===== src/rtl/debug_sequencer_if.sv =====
// Debug sequencer bus: UART word stream, processor status and the
// control/instruction-memory write outputs. master = sequencer side.
interface debug_sequencer_if #(
    parameter int IM_ADDR_LENGTH = 32,
    parameter int INST_WIDTH     = 32,
    parameter int NBITS          = 32
);
    logic [NBITS-1:0]          rx_Data;
    logic                      rx_done;
    logic                      halt_flag;
    logic                      send_done;
    logic [IM_ADDR_LENGTH-1:0] pc;

    logic                      enable;
    logic                      o_reset;
    logic                      send_flag;
    logic                      IM_We;
    logic [IM_ADDR_LENGTH-1:0] IM_Addr;
    logic [INST_WIDTH-1:0]     IM_Data;
    logic                      prog_error;
    logic [2:0]                dbg_state;

    modport master (
        input  rx_Data, rx_done, halt_flag, send_done, pc,
        output enable, o_reset, send_flag, IM_We, IM_Addr, IM_Data,
               prog_error, dbg_state
    );

    modport slave (
        output rx_Data, rx_done, halt_flag, send_done, pc,
        input  enable, o_reset, send_flag, IM_We, IM_Addr, IM_Data,
               prog_error, dbg_state
    );
endinterface


===== src/rtl/debug_sequencer.sv =====
// Debug controller: loads a program into instruction memory, then runs the
// processor continuously, single-step, N-step or to a breakpoint, and
// requests a state dump whenever a run stops.
module debug_sequencer #(
    parameter int          IM_ADDR_LENGTH = 32,
    parameter int          INST_WIDTH     = 32,
    parameter int          NBITS          = 32,
    parameter int          IM_DEPTH       = 256,
    parameter int          CNT_WIDTH      = 16,
    parameter logic [31:0] HALT_WORD      = 32'hFFFF_FFFF
) (
    input logic               clk,
    input logic               reset,
    debug_sequencer_if.master bus
);
    typedef enum logic [2:0] {
        RECVPROG = 3'd0,
        RECVMODE = 3'd1,
        RUNPROG  = 3'd2,
        SENDDATA = 3'd3,
        ERROR    = 3'd4
    } state_t;

    localparam logic [31:0] CMD_STEP   = 32'h1000_1000;
    localparam logic [31:0] CMD_CONT   = 32'h1000_2000;
    localparam logic [15:0] TAG_NSTEP  = 16'h1003;
    localparam logic [15:0] TAG_ARM    = 16'h1004;
    localparam logic [15:0] TAG_DISARM = 16'h1005;

    state_t                    state;
    logic [IM_ADDR_LENGTH-1:0] ptr;
    logic [IM_ADDR_LENGTH-1:0] bp;
    logic                      bp_armed;
    logic [CNT_WIDTH-1:0]      cnt;
    logic                      cont;
    logic                      halt_latch;

    logic                      enable_r;
    logic                      o_reset_r;
    logic                      send_r;
    logic                      we_r;
    logic [IM_ADDR_LENGTH-1:0] addr_r;
    logic [INST_WIDTH-1:0]     data_r;
    logic                      perr_r;

    logic [NBITS-1:0]          rx_word;
    logic [31:0]               word32;
    logic                      is_halt;
    logic                      ptr_full;
    logic [CNT_WIDTH-1:0]      n_steps;
    logic                      run_stop;

    assign rx_word  = bus.rx_Data;
    assign word32   = rx_word[31:0];
    assign is_halt  = (word32 == HALT_WORD);
    assign ptr_full = (ptr >= IM_ADDR_LENGTH'(IM_DEPTH));
    assign n_steps  = (rx_word[CNT_WIDTH-1:0] == '0) ? CNT_WIDTH'(1)
                                                     : rx_word[CNT_WIDTH-1:0];
    // cnt==1 means the current enabled cycle is the last requested step
    assign run_stop = bus.halt_flag ||
                      (cont ? (bp_armed && (bus.pc == bp))
                            : (cnt == CNT_WIDTH'(1)));

    // Sequencer FSM with all outputs registered
    always_ff @(posedge clk or posedge reset) begin
        if (reset) begin
            state      <= RECVPROG;
            ptr        <= '0;
            bp         <= '0;
            bp_armed   <= 1'b0;
            cnt        <= '0;
            cont       <= 1'b0;
            halt_latch <= 1'b0;
            enable_r   <= 1'b0;
            o_reset_r  <= 1'b1;
            send_r     <= 1'b0;
            we_r       <= 1'b0;
            addr_r     <= '0;
            data_r     <= '0;
            perr_r     <= 1'b0;
        end else begin
            we_r <= 1'b0;
            case (state)
                RECVPROG: begin
                    if (bus.rx_done) begin
                        if (ptr_full) begin
                            perr_r <= 1'b1;
                            state  <= ERROR;
                        end else begin
                            we_r   <= 1'b1;
                            addr_r <= ptr;
                            data_r <= rx_word[INST_WIDTH-1:0];
                            if (is_halt) begin
                                ptr       <= '0;
                                o_reset_r <= 1'b0;
                                state     <= RECVMODE;
                            end else begin
                                ptr <= ptr + 1'b1;
                            end
                        end
                    end
                end
                ERROR: begin
                    if (bus.rx_done && is_halt) begin
                        perr_r <= 1'b0;
                        ptr    <= '0;
                        state  <= RECVPROG;
                    end
                end
                RECVMODE: begin
                    if (bus.rx_done) begin
                        if (word32 == CMD_STEP) begin
                            cnt      <= CNT_WIDTH'(1);
                            cont     <= 1'b0;
                            enable_r <= 1'b1;
                            state    <= RUNPROG;
                        end else if (word32 == CMD_CONT) begin
                            cont     <= 1'b1;
                            enable_r <= 1'b1;
                            state    <= RUNPROG;
                        end else if (word32[31:16] == TAG_NSTEP) begin
                            cnt      <= n_steps;
                            cont     <= 1'b0;
                            enable_r <= 1'b1;
                            state    <= RUNPROG;
                        end else if (word32[31:16] == TAG_ARM) begin
                            bp       <= IM_ADDR_LENGTH'(word32[15:0]);
                            bp_armed <= 1'b1;
                        end else if (word32[31:16] == TAG_DISARM) begin
                            bp_armed <= 1'b0;
                        end
                    end
                end
                RUNPROG: begin
                    if (!cont) begin
                        cnt <= cnt - 1'b1;
                    end
                    if (run_stop) begin
                        enable_r   <= 1'b0;
                        send_r     <= 1'b1;
                        halt_latch <= bus.halt_flag;
                        state      <= SENDDATA;
                    end
                end
                SENDDATA: begin
                    if (bus.send_done) begin
                        send_r <= 1'b0;
                        if (halt_latch) begin
                            o_reset_r  <= 1'b1;
                            bp_armed   <= 1'b0;
                            halt_latch <= 1'b0;
                            state      <= RECVPROG;
                        end else begin
                            state <= RECVMODE;
                        end
                    end
                end
                default: state <= RECVPROG;
            endcase
        end
    end

    assign bus.enable     = enable_r;
    assign bus.o_reset    = o_reset_r;
    assign bus.send_flag  = send_r;
    assign bus.IM_We      = we_r;
    assign bus.IM_Addr    = addr_r;
    assign bus.IM_Data    = data_r;
    assign bus.prog_error = perr_r;
    assign bus.dbg_state  = state;
endmodule


===== src/flat_wrapper.sv =====
// flat-port wrapper written by rule: the top's interface ports become plain ports
module debug_sequencer_flat 
#(
    parameter int          IM_ADDR_LENGTH = 32,
    parameter int          INST_WIDTH     = 32,
    parameter int          NBITS          = 32,
    parameter int          IM_DEPTH       = 256,
    parameter int          CNT_WIDTH      = 16,
    parameter logic [31:0] HALT_WORD      = 32'hFFFF_FFFF
)
  (clk, reset, bus_rx_Data, bus_rx_done, bus_halt_flag, bus_send_done, bus_pc, bus_enable, bus_o_reset, bus_send_flag, bus_IM_We, bus_IM_Addr, bus_IM_Data, bus_prog_error, bus_dbg_state);
  debug_sequencer_if #(.IM_ADDR_LENGTH(IM_ADDR_LENGTH), .INST_WIDTH(INST_WIDTH), .NBITS(NBITS)) bus_i ();
  input logic clk;
  input logic reset;
  input wire logic [$bits(bus_i.rx_Data)-1:0] bus_rx_Data;
  input wire logic [$bits(bus_i.rx_done)-1:0] bus_rx_done;
  input wire logic [$bits(bus_i.halt_flag)-1:0] bus_halt_flag;
  input wire logic [$bits(bus_i.send_done)-1:0] bus_send_done;
  input wire logic [$bits(bus_i.pc)-1:0] bus_pc;
  output wire logic [$bits(bus_i.enable)-1:0] bus_enable;
  output wire logic [$bits(bus_i.o_reset)-1:0] bus_o_reset;
  output wire logic [$bits(bus_i.send_flag)-1:0] bus_send_flag;
  output wire logic [$bits(bus_i.IM_We)-1:0] bus_IM_We;
  output wire logic [$bits(bus_i.IM_Addr)-1:0] bus_IM_Addr;
  output wire logic [$bits(bus_i.IM_Data)-1:0] bus_IM_Data;
  output wire logic [$bits(bus_i.prog_error)-1:0] bus_prog_error;
  output wire logic [$bits(bus_i.dbg_state)-1:0] bus_dbg_state;
  assign bus_i.rx_Data = bus_rx_Data;
  assign bus_i.rx_done = bus_rx_done;
  assign bus_i.halt_flag = bus_halt_flag;
  assign bus_i.send_done = bus_send_done;
  assign bus_i.pc = bus_pc;
  assign bus_enable = bus_i.enable;
  assign bus_o_reset = bus_i.o_reset;
  assign bus_send_flag = bus_i.send_flag;
  assign bus_IM_We = bus_i.IM_We;
  assign bus_IM_Addr = bus_i.IM_Addr;
  assign bus_IM_Data = bus_i.IM_Data;
  assign bus_prog_error = bus_i.prog_error;
  assign bus_dbg_state = bus_i.dbg_state;
  debug_sequencer #(.IM_ADDR_LENGTH(IM_ADDR_LENGTH), .INST_WIDTH(INST_WIDTH), .NBITS(NBITS), .IM_DEPTH(IM_DEPTH), .CNT_WIDTH(CNT_WIDTH), .HALT_WORD(HALT_WORD)) u_core (.clk(clk), .reset(reset), .bus(bus_i));
endmodule

===== config.mk =====
export PLATFORM = sky130hd
export DESIGN_NAME = debug_sequencer_flat
export DESIGN_NICKNAME = d
export VERILOG_FILES = /design/src/rtl/debug_sequencer_if.sv /design/src/rtl/debug_sequencer.sv /design/src/flat_wrapper.sv
export SDC_FILE = /design/constraint.sdc
export NUM_CORES = 1
export LEC_CHECK = 0
export CORE_ASPECT_RATIO = 1.75
export CORE_UTILIZATION = 30
export CTS_CLUSTER_SIZE = 40
export DETAILED_ROUTE_END_ITERATION = 16
export PLACE_DENSITY = 0.51
export SYNTH_ARGS = -nofsm -noshare
export SYNTH_HDL_FRONTEND = slang
export SYNTH_SLANG_ARGS = --single-unit

===== constraint.sdc =====
create_clock -name clk -period 14.9 [get_ports clk]
set_clock_uncertainty 0.05 [all_clocks]
set_input_delay 3.725 -clock clk [delete_from_list [all_inputs] [get_ports clk]]
set_output_delay 3.725 -clock clk [all_outputs]
set_load 0.05 [all_outputs]

==> results_dict.tcl, run 1 <==
set metrics [dict create \
    hold_path_end "u_core.bus.IM_Addr[31]" \
    cp.arrival_ns 6.58 \
    area_delta_synth_final_pct 34.9 \
    crit_path_frequent_cell "or4_4" \
    antenna_left 0 \
    synth_cells 562 \
    crit_slowest_cell "and3_1" \
    rsz0062_at_grt "false" \
    cp_data_required_time_ns 15.17 \
    path_cells "clkdlybuf4s50_1, or4_4, or4_4, nor2_4, and3_1, mux2i_1, a221oi_2" \
    overflow 0 \
    synth_top_area_cell "dfrtp_1" \
    synthArstFlopShare_pct 100 \
    clk_pin_slew_worst_paths_ns 0.05 \
    io_pins 141 \
    die_h_um 195 \
    hold_start "u_core.bus.IM_Addr[31]" \
    stdcell_count 968 \
    cts_buffers 17 \
    fp.coreArea_sq_um 20800 \
    drive_above_1_share_pct 15.1 \
    worstMarginPinSlew_ns 0.895 \
    vias 5052 \
    violations "DRC" \
    finalSetupViolations 0 \
    final_cell_area_sq_um 8620 \
    cts_tree "done" \
    start_kind "primary input" \
    fmax_mhz 158 \
    totalPowerFinal_uw 839 \
    grt_pass1_wl_um 30800 \
    cts_root_buf "clkbuf_16" \
    synth_area_sq_um 6390 \
    max-slew-margin-rel_pct 40.3 \
    min_path_type "reg2reg" \
    synthDistinctLibCells 68 \
    row_count 70 \
    globalplace.congestion 0.856 \
    clk_path_buf_depth 2 \
    power.density_nw_per_um2 97.4 \
    start_util_pct 30.6 \
    critPathMaxStageDelay_ns 0.64 \
    synth_top_cell_area_share_pct 54.1 \
    yosysSeqAreaShare_pct 54.5 \
    cap_violations 0 \
    vdd_drop_max_uv 59.5 \
    synth_ff_type "dfrtp_1" \
    fin_tns_setup_ns 0 \
    clock-sinks 139 \
    syn_area_per_cell_sq_um 11.4 \
    die_w_um 112 \
    grt_pass1_vias 5414 \
    outcome "finished with violations" \
    r2r_end "u_core.bus.IM_Data[5]" \
    n_antenna_cell 0 \
    postCtsSetupBuffers 0 \
    synth_area_leaders "dfrtp_1, mux2_2, nor2b_1" \
    regToRegSetupSlack_ns 11.71 \
    synth-edff-count 0 \
    dpl.cell_count 937 \
    cts_resized 0 \
    leakage_uw 0.00387 \
    placed_area_sq_um 8040 \
    holdWs_ns 0.451 \
    r2r_cells 6 \
    endpoint_kind "flip-flop" \
    hpwl_um 14700 \
    fin_crit_sh_pct 42.3 \
    hold_violations 0 \
    cts_htree_levels 4 \
    ys_warn_count 0 \
    antenna_found_initial 0 \
    dr.pass1.iters 11 \
    path_class "in2reg" \
    placement.io_buffers 140 \
    die_area_sq_um 21900 \
    drv_slew 0 \
    drtIter0Drc 239 \
    reg2reg_from "u_core.ptr[9]" \
    viasPerCell 5.22 \
    worstPathMaxFanout 19 \
    wl_per_cell_um 20.5 \
    fin_crit_ns 6.31 \
    clkLatencyLatePin_ns 0.42 \
    grt_max_degree 75 \
    drc 7 \
    ys_seq_elements 139 \
    grt_usage_pct 18.9 \
    fill_cells 2027 \
    whs_path_depth 1 \
    postCtsHoldBufs 0 \
    syn-num-nets 635 \
    totalWireLength_um 19800 \
    finalNetCount 777 \
]
-- state kept, by name, indices dropped and copies added, names as in the netlist --
signal	count
u_core.cnt	16
u_core.cont	1
u_core.bp_armed	1
u_core.bus.IM_Data	32
u_core.bus.dbg_state	3
u_core.ptr	32
u_core.bus.prog_error	1
u_core.bus.send_flag	1
u_core.bus.o_reset	1
u_core.bus.IM_Addr	32
u_core.bus.enable	1
u_core.bp	16
u_core.halt_latch	1
u_core.bus.IM_We	1
-- placed cells by master, fill, tap and decap left out, drive strengths merged, types with 5 or more instances in the layout --
cell type / n
o21ai: 23
a211oi: 6
nand3: 13
inv: 19
dfrtp: 138
xor2: 13
clkbuf: 24
or4: 7
nand2: 29
mux2: 54
nor3: 12
or2: 5
nand4: 14
clkdlybuf4s50: 140
and3: 11
nor2: 36
a21oi: 17
nor2b: 38
nor4: 25
a31oi: 14
o22ai: 8
xnor2: 5
-- worst max-delay path by stage --
stage                         start            end  slack (ns)  cells past startpoint
detailed placement  bus_rx_Data[21]  u_core.cnt[4]        8.17                      7
global placement    bus_rx_Data[21]  u_core.cnt[0]        8.27                      7
global route         bus_rx_Data[1]  u_core.cnt[4]        8.41                      7
finish              bus_rx_Data[21]  u_core.cnt[4]        8.59                      7
CTS                 bus_rx_Data[21]  u_core.cnt[4]        8.61                      7
floorplan                     reset   u_core.bp[0]        7.40                      1
-- critical path: cells and delay by family --
kind | cells | cell delay [ns]
buffers and inverters | 1 | 0.45
muxes | 1 | 0.20
and+or+nand+nor | 4 | 1.92
AOI/OAI and AO/OA | 1 | 0.27
-- cells by family after synthesis --
family	Yosys count	synth area share, %
flip-flops	139	54.5
AO/OA/AOI/OAI	98	10.4
AND/OR/NAND/NOR	207	18.9
XOR/XNOR	18	2.47
adder cells (fa/ha/maj)	4	0.783
multiplexers	56	10.2
buffers and inverters	40	2.82
-- power by group --
group	total [uW]	internal, uW	switching, uW
registers	380	378	1.45
logic	46.5	21.3	25.2
clock network	413	258	155
total	839	657	182
-- through the flow --
| step | worst slack, ns | util, % |
|---|---|---|
| floorplan | 7.40 | - |
| global placement | 8.27 | 38.6 |
| detailed placement | 8.17 | 38.6 |
| CTS | 8.61 | 41.3 |
| global route | 8.41 | 41.3 |
| finish | 8.59 | 41.3 |
-- Yosys cell counts, types with 2 or more instances --
library cell and n:
a21oi_1 17, nor4_4 2, or4_1 5, a311oi_1 2, a31oi_1 14, or3_1 3, nand2_1 28, o31ai_1 3
nor2b_1 38, clkbuf_1 10, mux2_4 6, nor2_1 35, or2_2 5, or4_4 2, nor3b_1 2, a21o_1 2
a211oi_1 5, o22ai_1 8, a22oi_1 3, nand2b_1 4, buf_6 3, and2_1 2, nand3_1 12, dfrtp_1 138
and3_1 11, xor2_1 13, xnor2_1 5, buf_2 5, buf_1 2, o21ai_0 22, inv_1 19, mux2i_1 2
mux2_2 48, nand4_1 14, o2bb2ai_1 2, nor4_1 22, nor3_1 11, ha_1 4, o41ai_1 3, a41oi_1 2
-- per-layer routing --
metal / part of all wire [%] / track usage (%) / routed length, um / vias up
met1: 35 / 19.1 / 6990 / 2538
met3: 4.4 / 4.28 / 873 / 34
li1: - / - / - / 2335
met4: 4.0 / 10.1 / 792 / 0
met5: 0 / 0 / 0 / -
met2: 56 / 35.7 / 11100 / 145
-- final cells by class --
class                           count  area (sq um)  area share [%]
Tap cell                          252           315            3.66
Timing Repair Buffer              144          1430            16.6
Clock inverter                      7          90.1            1.05
Clock buffer                       24           482            5.59
Inverter                           19          76.3           0.886
Multi-Input combinational cell    383          2740            31.8
Sequential cell                   139          3480            40.4
Power figures use the tool's default switching activity.
==> inputs of run 2 (changes only) <==
- PLACE_DENSITY: 0.51 -> 0.53
- clock period: 14.9 -> 5.3 ns (I/O delays scaled with it)
==> run 2 against run 1 <==
The run still ends with DRC left. Hold slack is essentially flat. Critical path depth did not move. Worst setup slack worse by 7.2 ns. Via count up 0.59%. Clock power rose to 3.1 times the previous value. Core utilization grew 0.35 points. Combinational power increased to 2.8 times the previous value. Critical path type unchanged. Critical endpoint is now u_core.cnt[0].
==> results_dict.tcl, run 2 (synthesis results as in run 1) <==
set metrics [dict create \
    seq_power_share_pct 43.2 \
    worstPathMaxFanout 19 \
    viasPerCell 5.24 \
    min_path_type "reg2reg" \
    vdd_drop_max_uv 195 \
    antenna_left 0 \
    reg2reg_from "u_core.cont" \
    leakage_uw 0.00389 \
    hold_start "u_core.bus.IM_Addr[19]" \
    start_util_pct 30.6 \
    power.density_nw_per_um2 284 \
    layout_commonest_cell "clkdlybuf4s50_1" \
    die_w_um 112 \
    clock-sinks 139 \
    whs_path_depth 1 \
    grt_pass1_wl_um 29900 \
    fin_crit_sh_pct 73.0 \
    n_antenna_cell 0 \
    drc 8 \
    cts_resized 0 \
    path_class "in2reg" \
    antenna_found_initial 0 \
    switchingPower_uw 557 \
    r2r_cells 6 \
    grt_pass1_vias 5374 \
    fill_cells 2036 \
    rsz0062_at_grt "false" \
    cp_data_required_time_ns 5.55 \
    comb_power_share_pct 5.3 \
    placement.io_buffers 140 \
    p_int_uw 1910 \
    die_h_um 195 \
    most-common-layout-cells "clkdlybuf4s50_1, dfrtp_1, mux2_2, nor2b_1, nor2_1" \
    die_area_sq_um 21900 \
    dpl.cell_count 938 \
    drv_slew 0 \
    hpwl_um 14200 \
    globalplace.congestion 0.846 \
    endpoint_kind "flip-flop" \
    area_delta_synth_final_pct 36.0 \
    fin_tns_setup_ns 0 \
    clockPowerShare_pct 51.5 \
    totalPowerFinal_uw 2470 \
    cts_htree_levels 4 \
    cts_tree "done" \
    outcome "finished with violations" \
    finalNetCount 778 \
    clk_pin_slew_worst_paths_ns 0.06 \
    regToRegSetupSlack_ns 2.52 \
    vias 5082 \
    max-slew-margin-rel_pct 40.6 \
    start_kind "primary input" \
    worst_slack_ns 1.43 \
    dpl_worst_slack_ns 0.991 \
    overflow 0 \
    clkLatencyLatePin_ns 0.43 \
    worstMarginPinSlew_ns 0.888 \
    r2r_end "u_core.bus.enable" \
    postCtsSetupBuffers 0 \
    hold_path_end "u_core.bus.IM_Addr[19]" \
    holdWs_ns 0.451 \
    finalSetupViolations 0 \
    drtIter0Drc 276 \
    drive_above_1_share_pct 15.7 \
    swShare_pct 22.6 \
    fin_crit_ns 3.87 \
    io_pins 141 \
    grt_max_degree 93 \
    violations "DRC" \
    cp.arrival_ns 4.12 \
    fp.coreArea_sq_um 20800 \
    postCtsHoldBufs 0 \
    wl_per_cell_um 19.8 \
    fmax_mhz 259 \
    stdcell_count 970 \
    cts_buffers 17 \
    totalWireLength_um 19200 \
    hold_violations 0 \
    clk_path_buf_depth 2 \
    grt_usage_pct 18.1 \
    dr.pass1.iters 11 \
    row_count 70 \
    cap_violations 0 \
    cts_root_buf "clkbuf_16" \
]
==> run 2: per-layer routing <==
metal  vias to the layer above  wire length, um  global-route usage, %
met1                      2522             6980                   18.9
li1                       2347                -                      -
met4                         0              870                   9.98
met5                         -                0                      0
met2                       164            10500                   33.2
met3                        49              843                   4.19
==> run 2: worst max-delay path by stage <==
stage	start	slack [ns]	to
after floorplan	reset	0.20	u_core.bp[0]
after global placement	bus_rx_Data[25]	1.05	u_core.cnt[0]
after detailed placement	bus_rx_Data[21]	0.99	u_core.cnt[5]
after CTS	bus_rx_Data[21]	1.46	u_core.cnt[0]
after global routing	bus_rx_Data[21]	1.34	u_core.cnt[5]
final	bus_rx_Data[21]	1.43	u_core.cnt[0]
==> run 2: through the flow <==
stage | utilization [%] | cell area [sq um]
3_5_place_dp | 38.7 | 8060
4_1_cts | 41.7 | 8690
5_1_grt | 41.7 | 8690
3_3_place_gp | 38.7 | 8060
6_report | 41.7 | 8690
2_1_floorplan | - | 6390
==> run 2: final cells by class <==
type	instances	area [sq um]	area share [%]
flip-flops and latches	139	3480	40.0
multi-input cells	383	2740	31.5
repair buffers	145	1450	16.7
clock buffers	18	429	4.94
well taps	252	315	3.63
clock inverters	14	196	2.26
inverters	19	76.3	0.878
==> run 2: power groups by stage <==
stage / Combinational (uW) / Clock, uW / Sequential, uW
after floorplan: 41.6 / 0 / 1090
after global placement: 133 / 0 / 1090
after detailed placement: 134 / 0 / 1090
after CTS: 135 / 1300 / 1070
after global routing: 143 / 1340 / 1070
final: 131 / 1270 / 1070
==> run 2: worst max-delay path: stages <==
cell and delay (ns):
clkdlybuf4s50_1 0.44, or4_4 0.58, or4_4 0.60, nor2_4 0.13, and3_1 0.63, or2_2 0.31, o21ai_0 0.10
